$ cat config.mk
export PLATFORM = sky130hd
export DESIGN_NAME = io_bus_arbiter_flat
export DESIGN_NICKNAME = d
export VERILOG_FILES = /design/src/rtl/io_bus_arbiter_pkg.sv /design/src/rtl/io_bus_arbiter_if.sv /design/src/rtl/io_bus_arbiter_rr_pick.sv /design/src/rtl/io_bus_arbiter.sv /design/src/flat_wrapper.sv
export SDC_FILE = /design/constraint.sdc
export NUM_CORES = 1
export LEC_CHECK = 0
export CAP_MARGIN = 40
export CORE_AREA = 2 2 168 170
export DETAILED_ROUTE_END_ITERATION = 8
export DIE_AREA = 0 0 170 172
export PLACE_DENSITY = 0.69
export SKIP_LAST_GASP = 1
export SYNTH_ARGS = -nofsm -noshare
export SYNTH_HDL_FRONTEND = slang
export SYNTH_SLANG_ARGS = --single-unit
$ cat constraint.sdc
create_clock -name clk_i -period 4.07 [get_ports clk_i]
set_input_delay 0.407 -clock clk_i [delete_from_list [all_inputs] [get_ports clk_i]]
set_output_delay 0.407 -clock clk_i [all_outputs]
set_load 0.005 [all_outputs]
$ cat src/rtl/io_bus_arbiter_pkg.sv
// Shared types and constants for the round-robin I/O bus arbiter.
// The optional wait-for-ack timeout is enabled by defining IOARB_TIMEOUT_EN.
package io_arb_pkg;

    typedef enum logic [1:0] {
        IDLE,
        BUSY,
        ACKED,
        LOCK
    } arb_state_t;

    localparam int unsigned DEF_NMST = 4;
    localparam int unsigned DEF_WID  = 32;
    localparam int unsigned DEF_AWID = 32;

    // Read data returned on a bus error; sliced down to the data width in use.
    localparam logic [63:0] ERR_DATA = '1;

endpackage

$ cat src/rtl/io_bus_arbiter_if.sv
// Requester-side and master-side bus bundle of io_bus_arbiter.
// slave: the arbiter's view; master: the requesters plus downstream slave.
interface io_bus_arbiter_if
    import io_arb_pkg::*;
#(
    parameter int unsigned NMST = DEF_NMST,
    parameter int unsigned WID  = DEF_WID,
    parameter int unsigned AWID = DEF_AWID
);
    localparam int unsigned SW = WID / 8;
    localparam int unsigned GW = $clog2(NMST);

    logic [NMST-1:0]      s_cyc_i;
    logic [NMST-1:0]      s_stb_i;
    logic [NMST-1:0]      s_we_i;
    logic [NMST*SW-1:0]   s_sel_i;
    logic [NMST*AWID-1:0] s_adr_i;
    logic [NMST*WID-1:0]  s_dat_i;
    logic [NMST-1:0]      s_ack_o;
    logic [NMST-1:0]      s_err_o;
    logic [WID-1:0]       s_dat_o;

    logic                 m_cyc_o;
    logic                 m_stb_o;
    logic                 m_we_o;
    logic [SW-1:0]        m_sel_o;
    logic [AWID-1:0]      m_adr_o;
    logic [WID-1:0]       m_dat_o;
    logic                 m_ack_i;
    logic [WID-1:0]       m_dat_i;

    logic [GW-1:0]        gnt_o;

    modport slave (
        input  s_cyc_i, s_stb_i, s_we_i, s_sel_i, s_adr_i, s_dat_i,
        output s_ack_o, s_err_o, s_dat_o,
        output m_cyc_o, m_stb_o, m_we_o, m_sel_o, m_adr_o, m_dat_o,
        input  m_ack_i, m_dat_i,
        output gnt_o
    );

    modport master (
        output s_cyc_i, s_stb_i, s_we_i, s_sel_i, s_adr_i, s_dat_i,
        input  s_ack_o, s_err_o, s_dat_o,
        input  m_cyc_o, m_stb_o, m_we_o, m_sel_o, m_adr_o, m_dat_o,
        output m_ack_i, m_dat_i,
        input  gnt_o
    );

endinterface

$ cat src/rtl/io_bus_arbiter_rr_pick.sv
// Combinational round-robin picker: first requester after i_last, wrapping.
module rr_pick #(
    parameter  int unsigned NMST = 4,
    localparam int unsigned GW   = $clog2(NMST)
) (
    input  logic [NMST-1:0] i_req,
    input  logic [GW-1:0]   i_last,
    output logic            o_valid,
    output logic [GW-1:0]   o_gnt
);

    logic [GW-1:0] w_idx;

    always_comb begin
        o_valid = 1'b0;
        o_gnt   = '0;
        w_idx   = '0;
        for (int unsigned i = 1; i <= NMST; i++) begin
            w_idx = GW'((32'(i_last) + i) % NMST);
            if (!o_valid && i_req[w_idx]) begin
                o_valid = 1'b1;
                o_gnt   = w_idx;
            end
        end
    end

endmodule

$ cat src/rtl/io_bus_arbiter.sv
// Round-robin arbiter sharing one registered I/O master bus between NMST requesters.
// Define IOARB_TIMEOUT_EN to build the wait-for-ack timeout (bus error after TO_CYCLES).
module io_bus_arbiter
    import io_arb_pkg::*;
#(
    parameter int unsigned NMST      = DEF_NMST,
    parameter int unsigned WID       = DEF_WID,
    parameter int unsigned AWID      = DEF_AWID,
    parameter int unsigned TO_CYCLES = 255
) (
    input  logic           clk_i,
    input  logic           rst_i,
    io_bus_arbiter_if.slave bus
);

    localparam int unsigned SW = WID / 8;
    localparam int unsigned GW = $clog2(NMST);

    arb_state_t      r_state, w_state;
    logic [GW-1:0]   r_gnt, w_gnt;
    logic [GW-1:0]   r_last, w_last;
    logic            r_m_cyc, w_m_cyc;
    logic            r_m_we, w_m_we;
    logic [SW-1:0]   r_m_sel, w_m_sel;
    logic [AWID-1:0] r_m_adr, w_m_adr;
    logic [WID-1:0]  r_m_dat, w_m_dat;
    logic [NMST-1:0] r_s_ack, w_s_ack;
    logic [NMST-1:0] r_s_err, w_s_err;
    logic [WID-1:0]  r_s_dat, w_s_dat;

`ifdef IOARB_TIMEOUT_EN
    localparam int unsigned  TW      = $clog2(TO_CYCLES + 1);
    localparam logic [TW-1:0] TO_LAST = TW'(TO_CYCLES - 1);
    logic [TW-1:0] r_to_cnt, w_to_cnt;
`endif

    logic [SW-1:0]   w_sel [NMST];
    logic [AWID-1:0] w_adr [NMST];
    logic [WID-1:0]  w_dat [NMST];

    for (genvar k = 0; k < NMST; k++) begin : g_unpack
        assign w_sel[k] = bus.s_sel_i[k*SW +: SW];
        assign w_adr[k] = bus.s_adr_i[k*AWID +: AWID];
        assign w_dat[k] = bus.s_dat_i[k*WID +: WID];
    end

    logic [NMST-1:0] w_req;
    logic            w_pick_vld;
    logic [GW-1:0]   w_pick;
    logic [GW-1:0]   w_src;

    assign w_req = bus.s_cyc_i & bus.s_stb_i;

    rr_pick #(.NMST(NMST)) u_pick (
        .i_req   (w_req),
        .i_last  (r_last),
        .o_valid (w_pick_vld),
        .o_gnt   (w_pick)
    );

    // Bus fields come from the fresh pick in IDLE, otherwise from the held grant.
    assign w_src = (r_state == IDLE) ? w_pick : r_gnt;

    always_comb begin
        w_state = r_state;
        w_gnt   = r_gnt;
        w_last  = r_last;
        w_m_cyc = r_m_cyc;
        w_m_we  = r_m_we;
        w_m_sel = r_m_sel;
        w_m_adr = r_m_adr;
        w_m_dat = r_m_dat;
        w_s_ack = r_s_ack;
        w_s_err = r_s_err;
        w_s_dat = r_s_dat;
`ifdef IOARB_TIMEOUT_EN
        w_to_cnt = r_to_cnt;
`endif
        case (r_state)
            IDLE: begin
                if (w_pick_vld) begin
                    w_gnt   = w_pick;
                    w_m_cyc = 1'b1;
                    w_m_we  = bus.s_we_i[w_src];
                    w_m_sel = w_sel[w_src];
                    w_m_adr = w_adr[w_src];
                    w_m_dat = w_dat[w_src];
                    w_state = BUSY;
`ifdef IOARB_TIMEOUT_EN
                    w_to_cnt = '0;
`endif
                end
            end
            BUSY: begin
                // Abort takes priority over a same-cycle ack (and timeout).
                if (!bus.s_cyc_i[r_gnt]) begin
                    w_m_cyc = 1'b0;
                    w_m_we  = 1'b0;
                    w_m_sel = '0;
                    w_m_adr = '0;
                    w_m_dat = '0;
                    w_state = IDLE;
                end else if (bus.m_ack_i) begin
                    w_s_ack[r_gnt] = 1'b1;
                    w_s_dat = r_m_we ? r_m_dat : bus.m_dat_i;
                    w_m_cyc = 1'b0;
                    w_m_we  = 1'b0;
                    w_m_sel = '0;
                    w_m_adr = '0;
                    w_m_dat = '0;
                    w_state = ACKED;
`ifdef IOARB_TIMEOUT_EN
                end else if (r_to_cnt == TO_LAST) begin
                    w_s_err[r_gnt] = 1'b1;
                    w_s_dat = ERR_DATA[WID-1:0];
                    w_m_cyc = 1'b0;
                    w_m_we  = 1'b0;
                    w_m_sel = '0;
                    w_m_adr = '0;
                    w_m_dat = '0;
                    w_state = ACKED;
`endif
                end else begin
                    w_m_we  = bus.s_we_i[w_src];
                    w_m_sel = w_sel[w_src];
                    w_m_adr = w_adr[w_src];
                    w_m_dat = w_dat[w_src];
`ifdef IOARB_TIMEOUT_EN
                    w_to_cnt = r_to_cnt + 1'b1;
`endif
                end
            end
            ACKED: begin
                if (!bus.s_stb_i[r_gnt]) begin
                    w_s_ack = '0;
                    w_s_err = '0;
                    w_s_dat = '0;
                    w_last  = r_gnt;
                    w_state = bus.s_cyc_i[r_gnt] ? LOCK : IDLE;
                end
            end
            LOCK: begin
                if (!bus.s_cyc_i[r_gnt]) begin
                    w_state = IDLE;
                end else if (bus.s_stb_i[r_gnt]) begin
                    w_m_cyc = 1'b1;
                    w_m_we  = bus.s_we_i[w_src];
                    w_m_sel = w_sel[w_src];
                    w_m_adr = w_adr[w_src];
                    w_m_dat = w_dat[w_src];
                    w_state = BUSY;
`ifdef IOARB_TIMEOUT_EN
                    w_to_cnt = '0;
`endif
                end
            end
            default: w_state = IDLE;
        endcase
    end

    always_ff @(posedge clk_i or posedge rst_i) begin
        if (rst_i) begin
            r_state <= IDLE;
            r_gnt   <= '0;
            r_last  <= GW'(NMST - 1);
            r_m_cyc <= 1'b0;
            r_m_we  <= 1'b0;
            r_m_sel <= '0;
            r_m_adr <= '0;
            r_m_dat <= '0;
            r_s_ack <= '0;
            r_s_err <= '0;
            r_s_dat <= '0;
`ifdef IOARB_TIMEOUT_EN
            r_to_cnt <= '0;
`endif
        end else begin
            r_state <= w_state;
            r_gnt   <= w_gnt;
            r_last  <= w_last;
            r_m_cyc <= w_m_cyc;
            r_m_we  <= w_m_we;
            r_m_sel <= w_m_sel;
            r_m_adr <= w_m_adr;
            r_m_dat <= w_m_dat;
            r_s_ack <= w_s_ack;
            r_s_err <= w_s_err;
            r_s_dat <= w_s_dat;
`ifdef IOARB_TIMEOUT_EN
            r_to_cnt <= w_to_cnt;
`endif
        end
    end

    assign bus.m_cyc_o = r_m_cyc;
    assign bus.m_stb_o = r_m_cyc;
    assign bus.m_we_o  = r_m_we;
    assign bus.m_sel_o = r_m_sel;
    assign bus.m_adr_o = r_m_adr;
    assign bus.m_dat_o = r_m_dat;
    assign bus.s_ack_o = r_s_ack;
    assign bus.s_err_o = r_s_err;
    assign bus.s_dat_o = r_s_dat;
    assign bus.gnt_o   = r_gnt;

endmodule
$ cat src/flat_wrapper.sv
// flat-port wrapper written by rule: the top's interface ports become plain ports
module io_bus_arbiter_flat import io_arb_pkg::*;
#(
    parameter int unsigned NMST      = DEF_NMST,
    parameter int unsigned WID       = DEF_WID,
    parameter int unsigned AWID      = DEF_AWID,
    parameter int unsigned TO_CYCLES = 255
)
  (clk_i, rst_i, bus_s_cyc_i, bus_s_stb_i, bus_s_we_i, bus_s_sel_i, bus_s_adr_i, bus_s_dat_i, bus_s_ack_o, bus_s_err_o, bus_s_dat_o, bus_m_cyc_o, bus_m_stb_o, bus_m_we_o, bus_m_sel_o, bus_m_adr_o, bus_m_dat_o, bus_m_ack_i, bus_m_dat_i, bus_gnt_o);
  io_bus_arbiter_if #(.NMST(NMST), .WID(WID), .AWID(AWID)) bus_i ();
  input  logic clk_i;
  input  logic rst_i;
  input wire logic [$bits(bus_i.s_cyc_i)-1:0] bus_s_cyc_i;
  input wire logic [$bits(bus_i.s_stb_i)-1:0] bus_s_stb_i;
  input wire logic [$bits(bus_i.s_we_i)-1:0] bus_s_we_i;
  input wire logic [$bits(bus_i.s_sel_i)-1:0] bus_s_sel_i;
  input wire logic [$bits(bus_i.s_adr_i)-1:0] bus_s_adr_i;
  input wire logic [$bits(bus_i.s_dat_i)-1:0] bus_s_dat_i;
  output wire logic [$bits(bus_i.s_ack_o)-1:0] bus_s_ack_o;
  output wire logic [$bits(bus_i.s_err_o)-1:0] bus_s_err_o;
  output wire logic [$bits(bus_i.s_dat_o)-1:0] bus_s_dat_o;
  output wire logic [$bits(bus_i.m_cyc_o)-1:0] bus_m_cyc_o;
  output wire logic [$bits(bus_i.m_stb_o)-1:0] bus_m_stb_o;
  output wire logic [$bits(bus_i.m_we_o)-1:0] bus_m_we_o;
  output wire logic [$bits(bus_i.m_sel_o)-1:0] bus_m_sel_o;
  output wire logic [$bits(bus_i.m_adr_o)-1:0] bus_m_adr_o;
  output wire logic [$bits(bus_i.m_dat_o)-1:0] bus_m_dat_o;
  input wire logic [$bits(bus_i.m_ack_i)-1:0] bus_m_ack_i;
  input wire logic [$bits(bus_i.m_dat_i)-1:0] bus_m_dat_i;
  output wire logic [$bits(bus_i.gnt_o)-1:0] bus_gnt_o;
  assign bus_i.s_cyc_i = bus_s_cyc_i;
  assign bus_i.s_stb_i = bus_s_stb_i;
  assign bus_i.s_we_i = bus_s_we_i;
  assign bus_i.s_sel_i = bus_s_sel_i;
  assign bus_i.s_adr_i = bus_s_adr_i;
  assign bus_i.s_dat_i = bus_s_dat_i;
  assign bus_s_ack_o = bus_i.s_ack_o;
  assign bus_s_err_o = bus_i.s_err_o;
  assign bus_s_dat_o = bus_i.s_dat_o;
  assign bus_m_cyc_o = bus_i.m_cyc_o;
  assign bus_m_stb_o = bus_i.m_stb_o;
  assign bus_m_we_o = bus_i.m_we_o;
  assign bus_m_sel_o = bus_i.m_sel_o;
  assign bus_m_adr_o = bus_i.m_adr_o;
  assign bus_m_dat_o = bus_i.m_dat_o;
  assign bus_i.m_ack_i = bus_m_ack_i;
  assign bus_i.m_dat_i = bus_m_dat_i;
  assign bus_gnt_o = bus_i.gnt_o;
  io_bus_arbiter #(.NMST(NMST), .WID(WID), .AWID(AWID), .TO_CYCLES(TO_CYCLES)) u_core (.clk_i(clk_i), .rst_i(rst_i), .bus(bus_i));
endmodule
Word level (Yosys, flattened, before mapping)
Cells that the tools add are included.
{ "word_totals": {"regBits": 112, "in_bits": 319, "output_inout_bits": 113, "elab_cells": 134} }
{ "op_classes": {"add_sub_neg": 4, "magnitude_cmp": 8, "n_eq_ne": 11, "mux": 81, "bitwise": 4, "n_reduce_logical": 16} }
{ "op_table": {"columns": ["op", "count"], "rows": [
  ["two-way mux 32 bit", 18],
  ["case mux 32 bit (3 select lines)", 2],
  ["binary-select mux 32 bit (select 2 bit)", 2],
  ["case mux 32 bit (2 select lines)", 1],
  ["two-way mux 4 bit", 10],
  ["two-way mux 2 bit", 12],
  ["two-way mux 1 bit", 22],
  ["less-than comparator 2 x 3 -> 1 bit, second input constant", 6],
  ["binary-select mux 1 bit (select 2 bit)", 7],
  ["case mux 4 bit (3 select lines)", 1],
  ["AND reduction 4 bit", 3],
  ["binary-select mux 4 bit (select 2 bit)", 1],
  ["case mux 2 bit (4 select lines)", 1],
  ["case mux 4 bit (2 select lines)", 1],
  ["!= test 2 x 1 -> 1 bit, second input constant", 3],
  ["!= test 2 bit, second input constant", 3],
  ["!= test 3 bit, second input constant", 2],
  ["case mux 1 bit (3 select lines)", 2],
  ["AND reduction 5 bit", 1],
  ["adder 2 x 1 -> 2 bit, second input constant", 2],
  ["adder 2 bit, second input constant", 2],
  ["AND 4 bit", 1],
  ["== test 2 bit, second input constant", 2],
  ["logical AND 1 bit", 4],
  ["other kinds (12)", 15]
]} }

Logic depth before layout (Yosys ltp)
{ "logic_depth": {"depth_word": 21, "ltp_mapped": 11, "mapped_depth_nobuf": 6} }

Modules after synthesis
From an unflattened synthesis, not the netlist that was laid out.
{ "unflattened": {"hier_cells": 632, "area_unflattened_um2": 7627.3} }
{ "by_module_without_submodules": {"columns": ["mod", "n_inst", "cells_per_inst", "area_each_um2", "seq_area_each_um2"], "rows": [
  ["io_bus_arbiter", 1, 618, 7536.0, 2805.2],
  ["rr_pick", 1, 14, 91.3, 0.0]
]} }

Least setup slack after synthesis
No wires, ideal clock.
{ "synth_timing": {"kind": "register to register", "startpoint": "register u_core.r_last[0]", "endpoint": "register u_core.r_m_dat[10] (netlist: u_core.bus.m_dat_o[10])", "setup_ps": 121, "t_arrival_ps": 2367, "t_required_ps": 3949, "path_slack_ps": 1582, "path_stages_with_launch": 9, "path_buffers": 2, "synth_period_minus_slack_ps": 2488, "path_cell_list": "dfstp_2 -> and3b_1 -> a311oi_2 -> o21ai_2 -> a21oi_4 -> buf_12 -> buf_12 -> mux4_2 -> a22o_2"} }
{ "synth_via": {"elab_chain_cells": 21, "elab_cells_between_ends": 39, "classes_between": "add/sub: 4; eq/ne: 1; mux: 26; bitwise: 1; reduce/logical: 7"} }
{ "synth_lines": {"columns": ["element", "line_no", "rtl"], "rows": [
  ["start, declared", "io_bus_arbiter.sv:21", "logic [GW-1:0] r_last, w_last;"],
  ["start signal, assigned", "io_bus_arbiter.sv:165", "r_last <= GW'(NMST - 1);"],
  ["start signal, assigned", "io_bus_arbiter.sv:180", "r_last <= w_last;"],
  ["adder 2 x 1 -> 2 bit", "io_bus_arbiter_rr_pick.sv:19", "w_idx = GW'((32'(i_last) + i) % NMST);"],
  ["binary-select mux 1 bit (select 2 bit)", "io_bus_arbiter_rr_pick.sv:20", "if (!o_valid && i_req[w_idx]) begin"],
  ["two-way mux 1 bit (not written as such)", "io_bus_arbiter_rr_pick.sv:20", null],
  ["two-way mux 1 bit", "io_bus_arbiter_rr_pick.sv:20", null],
  ["zero test 1 bit", "io_bus_arbiter_rr_pick.sv:20", null],
  ["logical AND 1 bit", "io_bus_arbiter_rr_pick.sv:20", null],
  ["two-way mux 1 bit", "io_bus_arbiter_rr_pick.sv:20", null],
  ["zero test 1 bit", "io_bus_arbiter_rr_pick.sv:20", null],
  ["(+4 left out)", null, null],
  ["two-way mux 2 bit", "io_bus_arbiter_rr_pick.sv:20", null],
  ["two-way mux 2 bit", "io_bus_arbiter.sv:62", "assign w_src = (r_state == IDLE) ? w_pick : r_gnt;"],
  ["NOT 2 -> 3 bit (not written as such)", "io_bus_arbiter.sv:87, io_bus_arbiter.sv:127, io_bus_arbiter.sv:150", null],
  ["binary-select mux 32 bit (select 2 bit)", "io_bus_arbiter.sv:87, io_bus_arbiter.sv:127, io_bus_arbiter.sv:150", null],
  ["two-way mux 32 bit (not written as such) (2 in a row)", "io_bus_arbiter.sv:87, io_bus_arbiter.sv:127, io_bus_arbiter.sv:150", null],
  ["two-way mux 32 bit, on equally long branches", "io_bus_arbiter.sv:145, io_bus_arbiter.sv:103", null],
  ["two-way mux 32 bit, on equally long branches", "io_bus_arbiter.sv:143, io_bus_arbiter.sv:96", null],
  ["case mux 32 bit (3 select lines)", "io_bus_arbiter.sv:79", "case (r_state)"],
  ["end signal, assigned", "io_bus_arbiter.sv:185", "r_m_dat <= w_m_dat;"],
  ["end, declared", "io_bus_arbiter.sv:26", "logic [WID-1:0] r_m_dat, w_m_dat;"]
]} }
Several ways; a longest one is shown, not always the timed one. The select of a mux whose other input is x is not followed.
A chain may end at the register's enable or synchronous reset.

Final worst setup path
{ "layout_timing": {"startpoint": "input port bus_s_cyc_i[1]", "endpoint": "register u_core.r_m_dat[9] (netlist: u_core.bus.m_dat_o[9])"} }
{ "layout_via": {"elab_chain_cells": 21, "elab_cells_between_ends": 39, "classes_between": "eq/ne: 2; mux: 28; bitwise: 2; reduce/logical: 7"} }
{ "layout_lines": {"columns": ["element", "line_no", "rtl"], "rows": [
  ["start, declared", "flat_wrapper.sv:13", "input wire logic [$bits(bus_i.s_cyc_i)-1:0] bus_s_cyc_i;"],
  ["AND 4 bit", "io_bus_arbiter.sv:52", "assign w_req = bus.s_cyc_i & bus.s_stb_i;"],
  ["binary-select mux 1 bit (select 2 bit)", "io_bus_arbiter_rr_pick.sv:20", null],
  ["two-way mux 1 bit (not written as such)", "io_bus_arbiter_rr_pick.sv:20", null],
  ["two-way mux 1 bit", "io_bus_arbiter_rr_pick.sv:20", null],
  ["zero test 1 bit", "io_bus_arbiter_rr_pick.sv:20", null],
  ["logical AND 1 bit", "io_bus_arbiter_rr_pick.sv:20", null],
  ["two-way mux 1 bit", "io_bus_arbiter_rr_pick.sv:20", null],
  ["zero test 1 bit", "io_bus_arbiter_rr_pick.sv:20", null],
  ["(+4 left out)", null, null],
  ["two-way mux 2 bit", "io_bus_arbiter_rr_pick.sv:20", null],
  ["two-way mux 2 bit", "io_bus_arbiter.sv:62", null],
  ["NOT 2 -> 3 bit (not written as such)", "io_bus_arbiter.sv:87, io_bus_arbiter.sv:127, io_bus_arbiter.sv:150", null],
  ["binary-select mux 32 bit (select 2 bit)", "io_bus_arbiter.sv:87, io_bus_arbiter.sv:127, io_bus_arbiter.sv:150", null],
  ["two-way mux 32 bit (not written as such) (2 in a row)", "io_bus_arbiter.sv:87, io_bus_arbiter.sv:127, io_bus_arbiter.sv:150", null],
  ["two-way mux 32 bit, on equally long branches", "io_bus_arbiter.sv:145, io_bus_arbiter.sv:103", null],
  ["two-way mux 32 bit, on equally long branches", "io_bus_arbiter.sv:143, io_bus_arbiter.sv:96", null],
  ["case mux 32 bit (3 select lines)", "io_bus_arbiter.sv:79", null]
]} }
Several ways; a longest one is shown, not always the timed one. The select of a mux whose other input is x is not followed.

==> flow_results.org <==
** Logic synthesis
- Synth Cell Area :: 6430 um^2
- Ys flop type :: sky130_fd_sc_hd__dfrtp_1
- Portion of synthesized cell area occupied by the leading cell type :: 42.8%
- After synthesis, the cell types taking the most area are sky130_fd_sc_hd__dfrtp_1, sky130_fd_sc_hd__mux4_2, sky130_fd_sc_hd__a22o_1, sky130_fd_sc_hd__mux2i_1, sky130_fd_sc_hd__o31ai_1.
- Yosys mapped a number of flops with a built-in enable equal to 0.
- After synthesis, the mean cell area works out to 13.8 um^2.
- Number of flip-flops and latches in the synthesized netlist :: 112
- Synthesis instantiated 41 different standard cells from the library.
- sky130_fd_sc_hd__dfrtp_1 takes more of the synthesized area than any other cell.
- Sequential cells were found to cover 43.6% of the synthesized design area.
- For this run, asynchronously set or reset flops after synthesis account for 100%.
- Synth warnings :: 0
- After technology mapping, the gate count stands at 465.
- Most frequent cells after synthesis :: sky130_fd_sc_hd__dfrtp_1, sky130_fd_sc_hd__mux4_2, sky130_fd_sc_hd__a22o_1
- In the post-synthesis netlist, the cell with the most instances is sky130_fd_sc_hd__dfrtp_1.

** Global route
- The first global-routing pass estimated 37500 um of wire.
- Global-route usage over all layers :: 17.2%
- Antenna violations before repair :: 0
- Entering global routing, the biggest net connects 72 pins.
- GRT overflow :: 0
- The via count of the first global-routing pass is 6258.

** Outcome
- The flow ran to the end, and the final reports show no timing, DRC or antenna violations.

** Floorplanning
- From left edge to right edge, the die measures 170 um.
- Once the floorplan was initialized, standard cells occupied 23.4% of the core.
- 432 I/O pins were placed.
- Placeable core region :: 27500 um^2
- The floorplan step defined a die boundary enclosing 29200 um^2.
- Vertical die dimension :: 172 um
- Row count :: 61

** Placed design
- Detailed placement ended at an HPWL of 19900 um.
- Port Buffers :: 427
- Routability-driven placement finished with a final weighted congestion of 0.786.
- Worst slack after detailed placement :: 774 ps
- Once placement completed, the tool counted placed cells totaling 1202.
- Dpl cell area :: 11100 um^2

** Hold path
- The min-delay analysis places its worst path in the category in2async.

** Route
- Wirelength per Cell :: 21.6 um
- The detailed router placed 5950 vias in this run.
- Detailed-routing iteration count for the pre-antenna-repair pass :: 4
- Final wirelength :: 26300 um
- After detailed routing, the number of vias per cell comes to 4.89.
- Post-route DRC :: 0
- In this run the remaining antenna-violating nets after routing total 0.
- For this block, the initial DRC count from the detailed router was 316.

** Clocking
- Clock tree from TritonCTS :: done
- Number of buffers added by the clock tree synthesis step :: 9
- Clock tree synthesis found a total of 112 sinks.
- Number of buffers on the longest clock path :: 2
- CTS built an H-tree with a depth of 3.
- After clock tree synthesis, the repair step resized 0 gates.
- Cell chosen for the clock root :: sky130_fd_sc_hd__clkbuf_16
- Clock transition at the register clock pins on the worst setup and hold paths after CTS :: 90 ps
- Source-to-sink clock delay at the later pin of the worst-skew pair :: 360 ps
- Cts hold-fix bufs :: 0
- Number of buffers inserted to repair setup after CTS :: 0

** STA
- Between clock sinks in the finished design, the worst skew comes to 16.2 ps.
- Setup slack on the critical path of the routed design comes to 1180 ps.
- Time the final worst path needs with I/O delays and setup :: 2890 ps
- The final number of max-transition violations was 0.
- In this run the tightest slew margin relative to its limit is 55.4%.
- Setup repair after global routing missed its margin :: false
- Transition at the pin with the smallest max-transition slack :: 668 ps
- Setup violations remaining at the end of the flow were counted as 0.
- Period utilization :: 70.9%
- Hold Vio Cnt, Final :: 0
- Setup TNS Final :: 0 ps
- Max Fclk :: 0.347 GHz

** Critical path
- Data required, critical path :: 4310 ps
- Critical Path Fanout Max :: 19
- Setup slack of the most critical reg-to-reg path :: 1220 ps
- Startpoint type of the worst setup path :: primary input
- Critical path capture point type :: register
- Measured in cells, the most critical reg-to-reg path has a length of 7.
- Endpoint of the most critical register-to-register path :: u_core.bus.m_dat_o[9]$_DFFE_PP0P_
- Launch instance of the worst register-to-register path :: u_core.r_last[0]$_DFFE_PP1P_
- Arrival @ worst endpoint :: 3120 ps
- Crit path kind :: in2reg

** Pwr
- Overall power consumption after layout is estimated at 7.80 mW.
- The clock network burns 11.7% of the power.
- Part of the total power dissipated in combinational logic :: 61.5%
- Switch share :: 36.6%
- Sequential cells account for 26.8% of the total power.
- Across the VDD grid, the largest voltage drop is 322 uV.
- Internal power :: 4.95 mW
- Summed over all cells, the static leakage comes to 4.57 nW.
- Pwr dens :: 685 nW/um^2
- Net Switching :: 2.85 mW

** Finish
- The area growth from synthesis to layout is 76.9%.
- The repair_antennas step left the layout with diodes totalling 0.
- Fraction of layout instances using a drive strength above 1 :: 13.5%
- Final Non-Filler Cells :: 1218
- The filler cells instantiated in the layout total 2580.
- The final layout contains 1186 nets.
- The finished cells cover 11400 um^2.

** Job
- Across the run, the number of max-cap violations was 0.
==> how the worst max path moves through the flow <==
stage | from | to | slack (ps) | cells after the start
floorplan | rst_i | u_core.bus.gnt_o[0]$_DFFE_PP0P_ | 710 | 1
global placement | bus_s_cyc_i[1] | u_core.bus.m_dat_o[5]$_DFFE_PP0P_ | 880 | 8
detailed placement | bus_s_cyc_i[1] | u_core.bus.m_dat_o[9]$_DFFE_PP0P_ | 770 | 8
CTS | u_core.r_last[0]$_DFFE_PP1P_ | u_core.bus.m_dat_o[9]$_DFFE_PP0P_ | 1140 | 7
global route | bus_s_cyc_i[1] | u_core.bus.m_dat_o[9]$_DFFE_PP0P_ | 1040 | 8
finish | bus_s_cyc_i[1] | u_core.bus.m_dat_o[9]$_DFFE_PP0P_ | 1180 | 8
==> layout by cell type, fill, tap and decap left out, drive strengths merged, types with 3 or more instances in the layout <==
| cell | synthesis | layout |
|---|---|---|
| clkdlybuf4s50 | 0 | 427 |
| dfrtp | 110 | 110 |
| mux4 | 71 | 71 |
| a22o | 69 | 69 |
| nand2 | 43 | 43 |
| mux2i | 35 | 35 |
| o31ai | 32 | 32 |
| buf | 22 | 14 |
| clkbuf | 31 | 11 |
| nor2 | 9 | 9 |
| inv | 4 | 6 |
| o21ai | 6 | 6 |
| nor2b | 5 | 5 |
| mux2 | 4 | 4 |
| conb | 1 | 4 |
| a21oi | 3 | 3 |
==> per-stage QoR <==
step / utilization [%] / hold slack [ps]
2_1_floorplan: - / 473
3_3_place_gp: 40.3 / 460
3_5_place_dp: 40.4 / 465
4_1_cts: 41.4 / 355
5_1_grt: 41.4 / 398
6_report: 41.4 / 365
==> sequential cells by signal, indices dropped and copies added, names as in the netlist <==
name                flops
u_core.bus.gnt_o        2
u_core.bus.m_adr_o     32
u_core.bus.m_cyc_o      1
u_core.bus.m_dat_o     32
u_core.bus.m_sel_o      4
u_core.bus.m_we_o       1
u_core.bus.s_ack_o      4
u_core.bus.s_dat_o     32
u_core.r_last           2
u_core.r_state          2
==> power groups by stage <==
stage	Combinational [mW]	Sequential, mW	Clock (mW)
finish	4.80	2.09	0.913
global route	5.19	2.16	0.989
CTS	4.89	2.10	0.953
detailed placement	4.90	2.11	0
global placement	4.81	2.10	0
floorplan	2.91	2.00	0
==> kinds of logic (layout without fill, tap and decap cells) <==
group	after synthesis	after routing	synth area share, %
simple gates	66	66	4.49
flops	112	112	43.6
mux	110	110	31.5
buf+inv	57	461	4.90
other cells	1	4	0.0583
compound gates	119	119	15.4
==> metal layers <==
layer	track usage [%]	vias up	routed length (um)
met2	31.3	292	13800
met1	20.1	2962	10000
met4	5.05	0	512
met3	4.35	32	1940
met5	0	-	0
li1	-	2664	-
==> critical path, stage by stage <==
cell and delay [ps]:
sky130_fd_sc_hd__clkdlybuf4s50_1 490, sky130_fd_sc_hd__and3b_1 240, sky130_fd_sc_hd__a311oi_2 280, sky130_fd_sc_hd__o21ai_2 130, sky130_fd_sc_hd__a21oi_4 500, sky130_fd_sc_hd__buf_12 280
sky130_fd_sc_hd__mux4_1 580, sky130_fd_sc_hd__a22o_1 210
==> cell type report <==
class	instances	area [um^2]	share of cell area, %
Timing Repair Buffer	441	4470	39.3
Tap cell	346	433	3.80
Clock buffer	11	253	2.22
Clock inverter	5	38.8	0.341
Multi-Input combinational cell	299	3360	29.5
Sequential cell	112	2810	24.7
Inverter	4	17.5	0.154
Note: power is estimated with default switching activity, not from simulation.
